==> config.mk <==
export PLATFORM = sky130hd
export DESIGN_NAME = mem_wb_stage
export DESIGN_NICKNAME = d
export VERILOG_FILES = /design/src/rtl/mem_wb_stage.sv
export SDC_FILE = /design/constraint.sdc
export NUM_CORES = 2
export LEC_CHECK = 0
export BUFFER_PORTS_ARGS = -buffer_cell sky130_fd_sc_hd__buf_2
export CAP_MARGIN = 10
export CORE_UTILIZATION = 30
export CTS_BUF_LIST = sky130_fd_sc_hd__clkbuf_16
export DETAILED_ROUTE_END_ITERATION = 10
export SETUP_SLACK_MARGIN = 0.1
export SLEW_MARGIN = 20
export SYNTH_ARGS = -nofsm -noshare
export SYNTH_HDL_FRONTEND = slang
export SYNTH_SLANG_ARGS = --single-unit
==> constraint.sdc <==
create_clock -name clk -period 6.85 [get_ports clk]
set_input_delay 1.0275 -clock clk [delete_from_list [all_inputs] [get_ports clk]]
set_output_delay 1.0275 -clock clk [all_outputs]
set_load 0.02 [all_outputs]
==> src/rtl/mem_wb_stage.sv <==
// Memory and write-back stages: data-memory access with configurable wait states,
// upstream freeze while an access is in flight, and the MEM/WB register.
module mem_wb_stage #(
    parameter int unsigned ADDR_OFFSET = 1024,
    parameter int unsigned DEPTH       = 64,
    parameter int unsigned MEM_WAIT    = 2
) (
    input  logic        clk,
    input  logic        rst,
    input  logic        wb_en_in,
    input  logic        mem_read_en_in,
    input  logic        mem_write_en_in,
    input  logic [31:0] alu_res_in,
    input  logic [31:0] val_rm_in,
    input  logic [3:0]  dest_in,
    output logic        mem_stall,
    output logic        wb_en_out,
    output logic [3:0]  wb_dest,
    output logic [31:0] wb_value
);

    localparam int unsigned CntW = (MEM_WAIT > 1) ? $clog2(MEM_WAIT + 1) : 1;
    localparam int unsigned IdxW = (DEPTH > 1) ? $clog2(DEPTH) : 1;

    typedef enum logic [0:0] {StIdle, StWait} state_e;

    state_e            state_q, state_d;
    logic [CntW-1:0]   cnt_q, cnt_d;
    logic [31:0]       mem [DEPTH];
    logic [31:0]       offset;
    logic              in_range;
    logic [IdxW-1:0]   idx;
    logic [31:0]       rdata;
    logic              is_write, is_read, mem_op, commit;

    // Byte-address decode; the low two bits are ignored.
    assign offset   = alu_res_in - 32'(ADDR_OFFSET);
    assign in_range = (alu_res_in >= 32'(ADDR_OFFSET)) &&
                      ({2'b00, offset[31:2]} < 32'(DEPTH));
    assign idx      = offset[IdxW+1:2];
    assign rdata    = in_range ? mem[idx] : 32'h0;

    // A request with both enables set behaves as a store.
    assign is_write = mem_write_en_in;
    assign is_read  = mem_read_en_in & ~mem_write_en_in;
    assign mem_op   = mem_read_en_in | mem_write_en_in;

    always_comb begin
        state_d   = state_q;
        cnt_d     = cnt_q;
        mem_stall = 1'b0;
        commit    = 1'b0;
        if (MEM_WAIT == 0) begin
            commit = mem_op;
        end else begin
            unique case (state_q)
                StIdle: begin
                    if (mem_op) begin
                        mem_stall = 1'b1;
                        state_d   = StWait;
                        cnt_d     = CntW'(MEM_WAIT - 1);
                    end
                end
                StWait: begin
                    if (cnt_q != '0) begin
                        mem_stall = 1'b1;
                        cnt_d     = cnt_q - CntW'(1);
                    end else begin
                        commit  = 1'b1;
                        state_d = StIdle;
                    end
                end
                default: state_d = StIdle;
            endcase
        end
        // Reset must release the freeze immediately and discard any pending store.
        if (!rst) begin
            mem_stall = 1'b0;
            commit    = 1'b0;
        end
    end

    always_ff @(posedge clk or negedge rst) begin
        if (!rst) begin
            state_q <= StIdle;
            cnt_q   <= '0;
        end else begin
            state_q <= state_d;
            cnt_q   <= cnt_d;
        end
    end

    // Memory contents survive reset.
    always_ff @(posedge clk) begin
        if (commit && is_write && in_range) begin
            mem[idx] <= val_rm_in;
        end
    end

    // A stalled cycle inserts a bubble so each instruction writes back once.
    always_ff @(posedge clk or negedge rst) begin
        if (!rst) begin
            wb_en_out <= 1'b0;
            wb_dest   <= 4'h0;
            wb_value  <= 32'h0;
        end else if (mem_stall) begin
            wb_en_out <= 1'b0;
        end else begin
            wb_en_out <= wb_en_in;
            wb_dest   <= dest_in;
            wb_value  <= is_read ? rdata : alu_res_in;
        end
    end

endmodule

==> metrics <==
status=finished clean; Yosys warning count=0; setup TNS=0 ps; pin count of the biggest net entering global routing=99; Initial Util=30.2%; # clock sinks=2088; Remaining DRCs=0; Gate power share=7.0%; CTS Buf Count=199; Synth Area in Adders=0.0155%; max_cap viols=0; Detail Route met2 WL=122 mm; Fin. Hold Viols=0; Psw=0.00644 W; first-pass GRT wire length=374 mm; Flop pwr share=52.9%; Clock Skew=72.2 ps; peak supply drop=0.302 mV; antenna-violating nets left=0; TritonCTS clock tree=built; flop and latch count out of synthesis=2088; M1 wire length=102 mm; Area Growth Syn to Fin=14.5%; sequential fraction of the synthesis area=77.3%; Critical Path AT=5110 ps; DRT Pass-1 Iters=6; FF-to-FF Start=cnt_q[0]; Post-Syn Nets=4184; Setup CP Type=input pin to flip-flop; routability cong.=0.969; met3 routed WL=32.2 mm; Placed Cells=7686; post-synthesis mux area share=10.9%; RR Endpoint=mem[33][19]; I/O pins=111; Reg2Reg Setup Slack=2670 ps; worst hold-check path type=input pin to async pin; Rows=190; final worst-path cycle share=66.4%; top sig layer=met5; Finished Layout Cells=8068; Avg Vias per Cell=5.70; R2R depth=8; Int Power=0.0205 W; Mapped Cells=4110; Leak=28.7 nW; die width=521 µm; PD cells=291 nW/µm²; RSZ-0062 raised after global routing=no; layout cells sized above 1=24.1%; DRT Wirelength=274 mm; mean post-synth cell area=19.7 µm²; CP required=7410 ps; PortBufs=110; initial antenna violation count=17; H-Tree Level Count=4; Root Driver=clkbuf_16; Post-Synth XOR/XNOR Area=0.0108%; DP Area=86200 µm²; ys async rst share=1.92%; Worst slew margin=21.1%; Worst-path clk slew=60 ps; Critical Path Fanout Max=19; Initial DRC Count=7589; cts hold-fix bufs=0; dpl hpwl=164 mm; die area=272000 µm²; final setup fails=0; critical path startpoint category=input pin; vias=46000; Core Util, Final=34.6%; simple-gate share of the synthesized area=2.81%; Tot GR Track Use=19.8%; Total Nets Final=4410; CP Capture Type=flip-flop; Layout fillers=24900; overflow left after global routing=0; number of synthesized flops with an enable pin=2048; Post-CTS Setup Repair Bufs=0; Max Freq=0.220 GHz; Least-Margin Pin Slew=1180 ps; clock buffer depth=3; switching share of power=23.9%; routed len/inst=33.9 µm; Final Slew Violations=0; Clk network pwr share=40.1%; die height=521 µm; Final min period=4550 ps; worst-skew pair later-pin latency=890 ps; core region area=268000 µm²; post-synthesis compound-gate area fraction=6.60%; vias in the first global route=44000; synthesized cell area=80900 µm²; CTS resizes=0; design area=92600 µm²; Synth Flop Type=edfxtp_1; largest family of logic cells by synthesized area=multiplexers; Yosys cell types=84
logic make-up (layout without fill, tap and decap cells):
| logic type | Yosys count | count (layout) |
|---|---|---|
| xor gates and xnor gates | 1 | 1 |
| and+or+nand+nor | 462 | 462 |
| AOI/OAI and AO/OA | 772 | 772 |
| muxes | 502 | 502 |
| adders and majority gates | 1 | 1 |
| other | 0 | 7 |
| DFF | 2088 | 2088 |
| buffers and inverters | 284 | 683 |
state kept, by name (all words and copies together), names as in the netlist:
signal     flops
cnt_q          2
mem         2048
state_q        1
wb_dest        4
wb_value      32
wb_en_out      1
worst max-delay path by stage:
stage                   start          end  slack [ps]  cells after the start
2_1_floorplan  alu_res_in[12]   mem[47][0]        2590                      5
3_3_place_gp   alu_res_in[17]   mem[1][12]        1260                      8
3_5_place_dp   alu_res_in[12]   mem[1][12]        1330                      8
4_1_cts        alu_res_in[12]   mem[33][5]        2180                      8
5_1_grt        alu_res_in[12]   mem[33][8]        2380                      8
6_report       alu_res_in[12]  mem[33][19]        2300                      8
metal layers:
layer	vias to the layer above	global-route usage (%)
met1	24100	26.0
met4	14	11.1
li1	17700	-
met5	-	0
met3	699	5.11
met2	3464	29.8
worst max-delay path: stages:
cell and delay [ps]:
buf_2 110, nor4b_2 350, nand4_1 340, nor3_2 640, buf_4 300, nand3_1 750, nor2_4 1210, buf_4 340
cell usage after synthesis (72+ instances only):
cell,n,area [µm²]
a21oi_1,93,465
buf_2,77,385
clkbuf_1,72,270
edfxtp_1,2048,61500
mux2_2,144,1620
mux2i_1,76,761
mux4_2,259,5830
nand2_1,131,492
nor2_1,133,499
o21ai_0,105,526
o221ai_1,130,1140
o22ai_1,224,1400
layout by cell type (no fill, tap or decap), types with 24 or more instances in the layout:
| master | count |
|---|---|
| o21ai_0 | 105 |
| edfxtp_1 | 2048 |
| buf_4 | 178 |
| inv_1 | 52 |
| clkbuf_16 | 201 |
| mux2_2 | 144 |
| nor2_4 | 64 |
| and3_1 | 35 |
| buf_2 | 100 |
| clkinv_1 | 52 |
| o22ai_1 | 224 |
| clkinv_2 | 40 |
| o221ai_1 | 130 |
| dfrtp_1 | 40 |
| a21oi_1 | 92 |
| nor2_1 | 69 |
| nand3_1 | 42 |
| nand2_1 | 128 |
| mux4_2 | 259 |
| a211oi_1 | 24 |
| mux2i_1 | 76 |
| a22oi_1 | 31 |
power by group through the flow:
| stage | combinational [W] | sequential, W | clock [W] |
|---|---|---|---|
| floorplan | 0.000815 | 0.0145 | 0 |
| global placement | 0.00181 | 0.0145 | 0 |
| detailed placement | 0.00183 | 0.0145 | 0 |
| CTS | 0.00183 | 0.0142 | 0.0109 |
| global route | 0.00191 | 0.0142 | 0.0113 |
| finish | 0.00188 | 0.0142 | 0.0108 |
metrics by stage:
step                setup WS (ps)  total power, W  hold WS (ps)
floorplan                    2590          0.0153           476
global placement             1260          0.0163           455
detailed placement           1330          0.0163           459
CTS                          2180          0.0269           296
global route                 2380          0.0275           327
finish                       2300          0.0269           310
layout make-up:
cell class                 count  area (µm²)  area share [%]
tap                         3552        4440            4.80
antenna                        7        17.5          0.0189
clock buffer                 201        5030            5.43
timing repair buffer         298        2230            2.41
sequential                  2088       62500            67.5
inverter                      11        46.3          0.0500
clock inverter               173        1330            1.44
multi-input combinational   1738       17000            18.4
Power figures use the tool's default switching activity.
